===== config.mk =====
export PLATFORM = sky130hd
export DESIGN_NAME = acq_sequencer
export DESIGN_NICKNAME = d
export VERILOG_FILES = /design/src/rtl/acq_sequencer.sv
export SDC_FILE = /design/constraint.sdc
export NUM_CORES = 1
export LEC_CHECK = 0
export ABC_AREA = 1
export ABC_CLOCK_PERIOD_IN_PS = 4360
export BUFFER_PORTS_ARGS = -buffer_cell sky130_fd_sc_hd__buf_2
export CORE_MARGIN = 3
export CORE_UTILIZATION = 30
export DETAILED_ROUTE_END_ITERATION = 8
export SYNTH_ARGS = -nofsm -noshare
export SYNTH_HDL_FRONTEND = slang
export SYNTH_SLANG_ARGS = --single-unit

===== constraint.sdc =====
create_clock -name s00_axi_aclk -period 4.36 [get_ports s00_axi_aclk]
set_clock_uncertainty 0.2 [all_clocks]
set_input_delay 0.436 -clock s00_axi_aclk [delete_from_list [all_inputs] [get_ports s00_axi_aclk]]
set_output_delay 0.436 -clock s00_axi_aclk [all_outputs]
set_load 0.01 [all_outputs]

===== src/rtl/acq_sequencer.sv =====
// ADC capture sequencer: arm -> trigger -> N receiver packet requests with inter-frame gap and watchdog.
// Optional feature macro ACQ_SEQ_EXT_TRIG_EN adds the synchronized, edge-detected ext_trig source.
`timescale 1ns/1ps
module acq_sequencer #(
  parameter int CNT_W       = 32,
  parameter int SYNC_STAGES = 2
) (
  input  logic             s00_axi_aclk,
  input  logic             s00_axi_aresetn,
  input  logic             ctrl_arm,
  input  logic             ctrl_abort,
  input  logic [CNT_W-1:0] cfg_dsize,
  input  logic             cfg_test,
  input  logic [CNT_W-1:0] cfg_frames,
  input  logic [CNT_W-1:0] cfg_interval,
  input  logic [CNT_W-1:0] cfg_timeout,
  input  logic             cfg_trig_src,
  input  logic             sw_trig,
  input  logic             ext_trig,
  output logic             rx_start,
  output logic [CNT_W-1:0] rx_dsize,
  output logic             rx_test,
  input  logic             rx_sr_pc,
  output logic             sts_busy,
  output logic             sts_done,
  output logic             sts_timeout,
  output logic [CNT_W-1:0] sts_frame_cnt,
  output logic             irq
);

  typedef enum logic [2:0] {
    S_IDLE, S_WAIT_TRIG, S_START, S_RUN, S_GAP, S_DONE
  } state_t;

  localparam logic [CNT_W-1:0] ONE = CNT_W'(1);

  state_t           state_q, state_d;
  logic [CNT_W-1:0] dsize_q, dsize_d;
  logic [CNT_W-1:0] frames_q, frames_d;
  logic [CNT_W-1:0] interval_q, interval_d;
  logic [CNT_W-1:0] timeout_q, timeout_d;
  logic [CNT_W-1:0] cnt_q, cnt_d;
  logic [CNT_W-1:0] gap_q, gap_d;
  logic [CNT_W-1:0] wd_q, wd_d;
  logic             test_q, test_d;
  logic             done_q, done_d;
  logic             tmo_q, tmo_d;
  logic             irq_q, irq_d;
  logic             arm_acc;
  logic             wd_exp;
  logic             trig;

  assign arm_acc = (state_q == S_IDLE) && ctrl_arm && !ctrl_abort;

`ifdef ACQ_SEQ_EXT_TRIG_EN
  logic [SYNC_STAGES-1:0] sync_q;
  logic                   edge_prev_q;
  logic                   ext_pulse_q;
  logic                   src_q;

  // Registered edge pulse gives trigger -> rx_start of SYNC_STAGES+2 cycles.
  always_ff @(posedge s00_axi_aclk or negedge s00_axi_aresetn) begin
    if (!s00_axi_aresetn) begin
      sync_q      <= '0;
      edge_prev_q <= 1'b0;
      ext_pulse_q <= 1'b0;
      src_q       <= 1'b0;
    end else begin
      sync_q      <= {sync_q[SYNC_STAGES-2:0], ext_trig};
      edge_prev_q <= sync_q[SYNC_STAGES-1];
      ext_pulse_q <= sync_q[SYNC_STAGES-1] & ~edge_prev_q;
      if (arm_acc) src_q <= cfg_trig_src;
    end
  end

  assign trig = src_q ? ext_pulse_q : sw_trig;
`else
  logic unused_ext;
  assign unused_ext = ext_trig ^ cfg_trig_src;
  assign trig       = sw_trig;
`endif

  always_comb begin
    state_d    = state_q;
    dsize_d    = dsize_q;
    frames_d   = frames_q;
    interval_d = interval_q;
    timeout_d  = timeout_q;
    test_d     = test_q;
    cnt_d      = cnt_q;
    gap_d      = gap_q;
    wd_d       = wd_q;
    done_d     = done_q;
    tmo_d      = tmo_q;
    irq_d      = 1'b0;
    wd_exp     = (timeout_q != '0) && (wd_q == timeout_q);

    // wd_q holds the number of cycles spent since entering START, including the current one.
    if (state_q == S_START || state_q == S_RUN) wd_d = wd_q + ONE;

    if (ctrl_abort) begin
      state_d = S_IDLE;
    end else begin
      case (state_q)
        S_IDLE: begin
          if (arm_acc) begin
            dsize_d    = cfg_dsize;
            frames_d   = cfg_frames;
            interval_d = cfg_interval;
            timeout_d  = cfg_timeout;
            test_d     = cfg_test;
            cnt_d      = '0;
            done_d     = 1'b0;
            tmo_d      = 1'b0;
            state_d    = S_WAIT_TRIG;
          end
        end
        S_WAIT_TRIG: begin
          if (trig && rx_sr_pc) begin
            state_d = S_START;
            wd_d    = ONE;
          end
        end
        S_START: begin
          if (wd_exp) begin
            tmo_d   = 1'b1;
            irq_d   = 1'b1;
            state_d = S_IDLE;
          end else if (!rx_sr_pc) begin
            state_d = S_RUN;
          end
        end
        S_RUN: begin
          // Completion takes precedence over a watchdog expiring in the same cycle.
          if (rx_sr_pc) begin
            cnt_d = cnt_q + ONE;
            if ((frames_q != '0) && (cnt_d == frames_q)) begin
              done_d  = 1'b1;
              irq_d   = 1'b1;
              state_d = S_DONE;
            end else if (interval_q == '0) begin
              state_d = S_START;
              wd_d    = ONE;
            end else begin
              gap_d   = interval_q;
              state_d = S_GAP;
            end
          end else if (wd_exp) begin
            tmo_d   = 1'b1;
            irq_d   = 1'b1;
            state_d = S_IDLE;
          end
        end
        S_GAP: begin
          if (gap_q == ONE) begin
            state_d = S_START;
            wd_d    = ONE;
          end else begin
            gap_d = gap_q - ONE;
          end
        end
        S_DONE:  state_d = S_IDLE;
        default: state_d = S_IDLE;
      endcase
    end
  end

  always_ff @(posedge s00_axi_aclk or negedge s00_axi_aresetn) begin
    if (!s00_axi_aresetn) begin
      state_q    <= S_IDLE;
      dsize_q    <= '0;
      frames_q   <= '0;
      interval_q <= '0;
      timeout_q  <= '0;
      test_q     <= 1'b0;
      cnt_q      <= '0;
      gap_q      <= '0;
      wd_q       <= '0;
      done_q     <= 1'b0;
      tmo_q      <= 1'b0;
      irq_q      <= 1'b0;
    end else begin
      state_q    <= state_d;
      dsize_q    <= dsize_d;
      frames_q   <= frames_d;
      interval_q <= interval_d;
      timeout_q  <= timeout_d;
      test_q     <= test_d;
      cnt_q      <= cnt_d;
      gap_q      <= gap_d;
      wd_q       <= wd_d;
      done_q     <= done_d;
      tmo_q      <= tmo_d;
      irq_q      <= irq_d;
    end
  end

  assign rx_start      = (state_q == S_START);
  assign rx_dsize      = dsize_q;
  assign rx_test       = test_q;
  assign sts_busy      = (state_q != S_IDLE);
  assign sts_done      = done_q;
  assign sts_timeout   = tmo_q;
  assign sts_frame_cnt = cnt_q;
  assign irq           = irq_q;

endmodule


---- Word-level counts from Yosys, hierarchy flattened ----
Index checks and enable logic that the tools add are counted.
operators by class
  add/sub/neg operators ................... 3
  equality and inequality tests ........... 19
  muxes and demuxes ....................... 39
  bitwise operators ....................... 1
  reductions and logical operators ........ 21
operators by type and width
  cell                                                number
  2-to-1 mux 32 bit                                   13
  case mux 32 bit (2 select lines)                    2
  case mux 32 bit (3 select lines)                    1
  adder 32 x 1 -> 32 bit, second input constant       2
  == test 32 bit                                      2
  nonzero test 32 bit                                 2
  == test 32 x 1 -> 1 bit, second input constant      1
  zero test 32 bit                                    1
  subtractor 32 x 1 -> 32 bit, second input constant  1
  2-to-1 mux 3 bit                                    10
  case mux 3 bit (5 select lines)                     1
  != test 2 bit, second input constant                6
  AND reduction 5 bit                                 2
  2-to-1 mux 1 bit                                    9
  != test 3 bit, second input constant                3
  AND reduction 4 bit                                 2
  == test 3 x 2 -> 1 bit, second input constant       2
  AND reduction 6 bit                                 1
  nonzero test 3 bit                                  2
  logical AND 1 bit                                   5
  != test 4 x 3 -> 1 bit, second input constant       1
  != test 4 bit, second input constant                1
  case mux 1 bit (2 select lines)                     2
  nonzero test 2 bit                                  2
  9 further kinds                                     9
word-level totals
  bits in registers ....................... 231

---- Longest topological paths before layout ----
  depth in word-level cells ............... 8
  gate-level depth with buffers ........... 20
  mapped depth without buffers ............ 19

---- Worst setup path after synthesis ----
Ideal clock, no wire load.
  kind .................................... register -> register
  start point ............................. reg cnt_q[1] (netlist: sts_frame_cnt[1])
  end point ............................... reg gap_q[26]
  setup time .............................. 117 ps
  arrival ................................. 2,207 ps
  data required time ...................... 4,043 ps
  path slack .............................. 1,836 ps
  stages on the path, launching flop included .. 20
  clock period less this slack ............ 2,524 ps
  cell sequence ........................... dfrtp_1 ha_1 nand2_2 nor2_8 nand2_2 nor2_4 nand2_1 nand2_1 nand2_1 nand2_1 nand2_1 nor2_1 nand2_1 nor2_2 nand3_2 nand2_2 nand2_4 buf_2 nand3_1 nand2_1
on the way
  longest elaborated chain between the ends .. 5
ends and longest elaborated chain
  what                                  line  RTL
  start: declaration                    42    logic [CNT_W-1:0] cnt_q, cnt_d;
  start signal: assignment              189   cnt_q <= cnt_d;
  adder 32 x 1 -> 32 bit                136   cnt_d = cnt_q + ONE;
  == test 32 bit                        137   if ((frames_q != '0) && (cnt_d == frames_q)) begin
  logical AND 1 bit                     137
  != test 2 bit (no source line)        -
  AND reduction 6 bit (no source line)  -
  end signal: assignment                190   gap_q <= gap_d;
  end: declaration                      43    logic [CNT_W-1:0] gap_q, gap_d;
Every way passes these cells.
A chain may end at the register's enable or synchronous reset.

---- Final worst setup path ----
  start point ............................. reg cnt_q[0] (netlist: sts_frame_cnt[0])
  end point ............................... reg gap_q[15]
The elaborated chain is that of the path after synthesis.

==> results_dict.tcl <==
set metrics [dict create \
    die_w_um 215 \
    rrSetupSlack_ns 0.89 \
    dr_total_vias 13192 \
    cts-buffers-inserted 29 \
    finalCritPeriodShare_pct 79.5 \
    setup_tns_ns 0 \
    hold_violations 0 \
    syn_to_final_growth_pct 30.2 \
    yosysMostFrequentCell "nand2_1" \
    antenna_found_initial 1 \
    wl_per_cell_um 15.4 \
    finalNonFillerCells 2775 \
    initial_utilization_pct 30.5 \
    synth_fa_ha_area_share_pct 0.380 \
    crit_path_end_kind "flop" \
    outcome "complete, no violations" \
    ys_types 44 \
    vdd_ir_drop_max_v 0.000367 \
    synthCells 1843 \
    hpwlAfterDp_um 30400 \
    cts_tree "done" \
    cts-root-buf "clkbuf_16" \
    cts_hold_buf 131 \
    synth_xor_area_share_pct 4.07 \
    finalSetupViolCount 0 \
    timing.rr.start "sts_frame_cnt[0]" \
    yosysWarnings 0 \
    dieHeight_um 215 \
    pwr_density_cell_mw_per_mm2 561 \
    synth.net_count 1984 \
    synth-edff-count 0 \
    placed_cells 2591 \
    cap_violations 0 \
    cts_buffer_depth 3 \
    synthMuxAreaShare_pct 0.0760 \
    startpoint_type "flop" \
    dr.first_iter.drc_count 1024 \
    yosys.area_share.simple_pct 34.2 \
    synth_compound_area_share_pct 9.63 \
    grt_max_degree 95 \
    core_region_area_sq_mm 0.0432 \
    path_clk_slew_ns 0.06 \
    synth_area_sq_mm 0.0132 \
    clk_latency_ns 0.56 \
    synth-main-ff-cell "dfrtp_1" \
    clock_sinks 231 \
    yosysSeqAreaShare_pct 43.9 \
    wirelength_um 42700 \
    cts_setup_buffers 0 \
    max_slew_margin_pct 39.5 \
    synth_top_family_by_area "simple AND/OR/NAND/NOR gates" \
    place_congestion 0.926 \
    rsz0062_at_grt "false" \
    r2r_end "gap_q[15]" \
    hold_class "primary input to flop" \
    cts_resized 0 \
    hold_depth 5 \
    grt_pass1_wl_um 69700 \
    io-pin-count 207 \
    period_minus_slack_ns 3.47 \
    first_pass_iters 5 \
    worst_pin_slew_ns 0.906 \
    synthTopCellsByCount "nand2_1 (615), dfrtp_1 (231), inv_1 (202)" \
    power_w 0.00961 \
    cts_htree_levels 1 \
    final_antenna_net_count 0 \
    yosys.area.top_type "dfrtp_1" \
    antenna_cells 0 \
    worstHoldStart "rx_sr_pc" \
    track_usage_pct 18.3 \
    synth_area_leaders "dfrtp_1 (44%), nand2_1 (18%), inv_1 (5.8%)" \
    worstRegToRegCells 17 \
    power.leakage_nw 8.39 \
    overflow 0 \
    drive_gt1_share_pct 14.4 \
    worst-path-max-fanout 33 \
    cp_data_arrival_time_ns 3.77 \
    min_to "state_q[1]" \
    finalMaxSlewViolations 0 \
    cp.required_ns 4.66 \
    portBuffers 204 \
    syn_area_per_cell_sq_um 7.14 \
    die-area_sq_mm 0.0464 \
    max_freq_mhz 288 \
    critical_path_class "flop to flop" \
    drcViolationCount 0 \
    synth_top_area_share_pct 43.9 \
    viasPerCell 4.75 \
    num_rows 76 \
    async_flop_share_pct 100 \
    grt_pass1_vias 13195 \
    nets 2309 \
    yosys_register_bits 231 \
]
[power breakdown]
group | internal, W | switching (W)
combinational | 0.00128 | 0.00229
sequential | 0.00291 | 0.000623
clock | 0.00155 | 0.000958
total | 0.00574 | 0.00387
[area by class of cell]
type,count,area (sq um)
clock buffer,43,868
fill,4531,26000
tap,585,732
multi-input combinational,1352,6390
timing repair buffer,350,2470
sequential,231,5780
inverter,204,766
clock inverter,10,134
[per-layer routing]
metal | up-vias | GRT usage (%) | wire length [um] | share of wire, %
li1 | 6565 | - | - | -
met5 | - | 0 | 13 | 0.030
met2 | 293 | 30.7 | 20200 | 47
met3 | 97 | 2.41 | 1750 | 4.1
met4 | 2 | 6.10 | 1530 | 3.6
met1 | 6235 | 24.4 | 19300 | 45
[cell usage in the layout, fill, tap and decap left out, types with 14 or more instances in the layout]
master	netlist	final
a21oi_1	54	52
buf_2	10	203
buf_4	2	14
clkbuf_16	0	29
dfrtp_1	231	231
dlygate4sd3_1	0	131
inv_1	202	202
nand2_1	615	615
nand3_1	139	139
nand4_1	36	36
nor2_1	174	173
nor3_1	17	17
nor4_1	18	17
o21ai_0	136	136
o22ai_1	30	30
xnor2_1	14	14
xor2_1	42	42
[worst max path at each step]
stage	endpoint	depth (start not counted)	startpoint
floorplan	gap_q[26]	19	sts_frame_cnt[1]
global placement	gap_q[4]	19	sts_frame_cnt[0]
detailed placement	gap_q[5]	17	sts_frame_cnt[0]
CTS	gap_q[17]	17	sts_frame_cnt[0]
global route	gap_q[20]	17	sts_frame_cnt[0]
finish	gap_q[15]	17	sts_frame_cnt[0]
[worst max-delay path, stage by stage, from the launching register on]
cell and delay (ns):
dfrtp_1 0.43, ha_1 0.24, nand3_1 0.22, nor2_2 0.22, nand3_1 0.11, nand2_1 0.10
nand3_1 0.07, nand2_1 0.10, nand2_1 0.06, nor2_1 0.17, nand3_1 0.15, nor2_2 0.20
nand3_2 0.14, nand2_2 0.11, nand2_4 0.25, nand2_4 0.43, nand2_1 0.10, nand2_1 0.08
[registers in the layout, summed over array words and instances, names as in the netlist]
| register | count |
|---|---|
| timeout_q | 32 |
| interval_q | 32 |
| gap_q | 32 |
| sts_done | 1 |
| sts_timeout | 1 |
| rx_dsize | 32 |
| rx_test | 1 |
| irq | 1 |
| frames_q | 32 |
| state_q | 3 |
| sts_frame_cnt | 32 |
| wd_q | 32 |
[kinds of logic (layout without fill, tap and decap cells)]
| logic type | count (synthesis) | after routing |
|---|---|---|
| xor+xnor | 58 | 58 |
| compound gates | 238 | 238 |
| buf+inv | 260 | 607 |
| fa+ha+maj | 4 | 4 |
| flops | 231 | 231 |
| mux | 1 | 1 |
| simple gates | 1051 | 1051 |
[per-stage QoR]
step / setup slack, ns / hold WS [ns] / instance area, sq um / utilization [%]
after floorplan: 1.84 / -0.0596 / 13200 / -
final: 0.892 / 0.168 / 17100 / 39.7
after CTS: 0.892 / 0.136 / 17100 / 39.7
after detailed placement: 0.928 / 0.254 / 14800 / 34.3
after global routing: 0.551 / 0.224 / 17100 / 39.7
after global placement: 0.969 / 0.251 / 14800 / 34.3
Note: power is estimated with default switching activity, not from simulation.
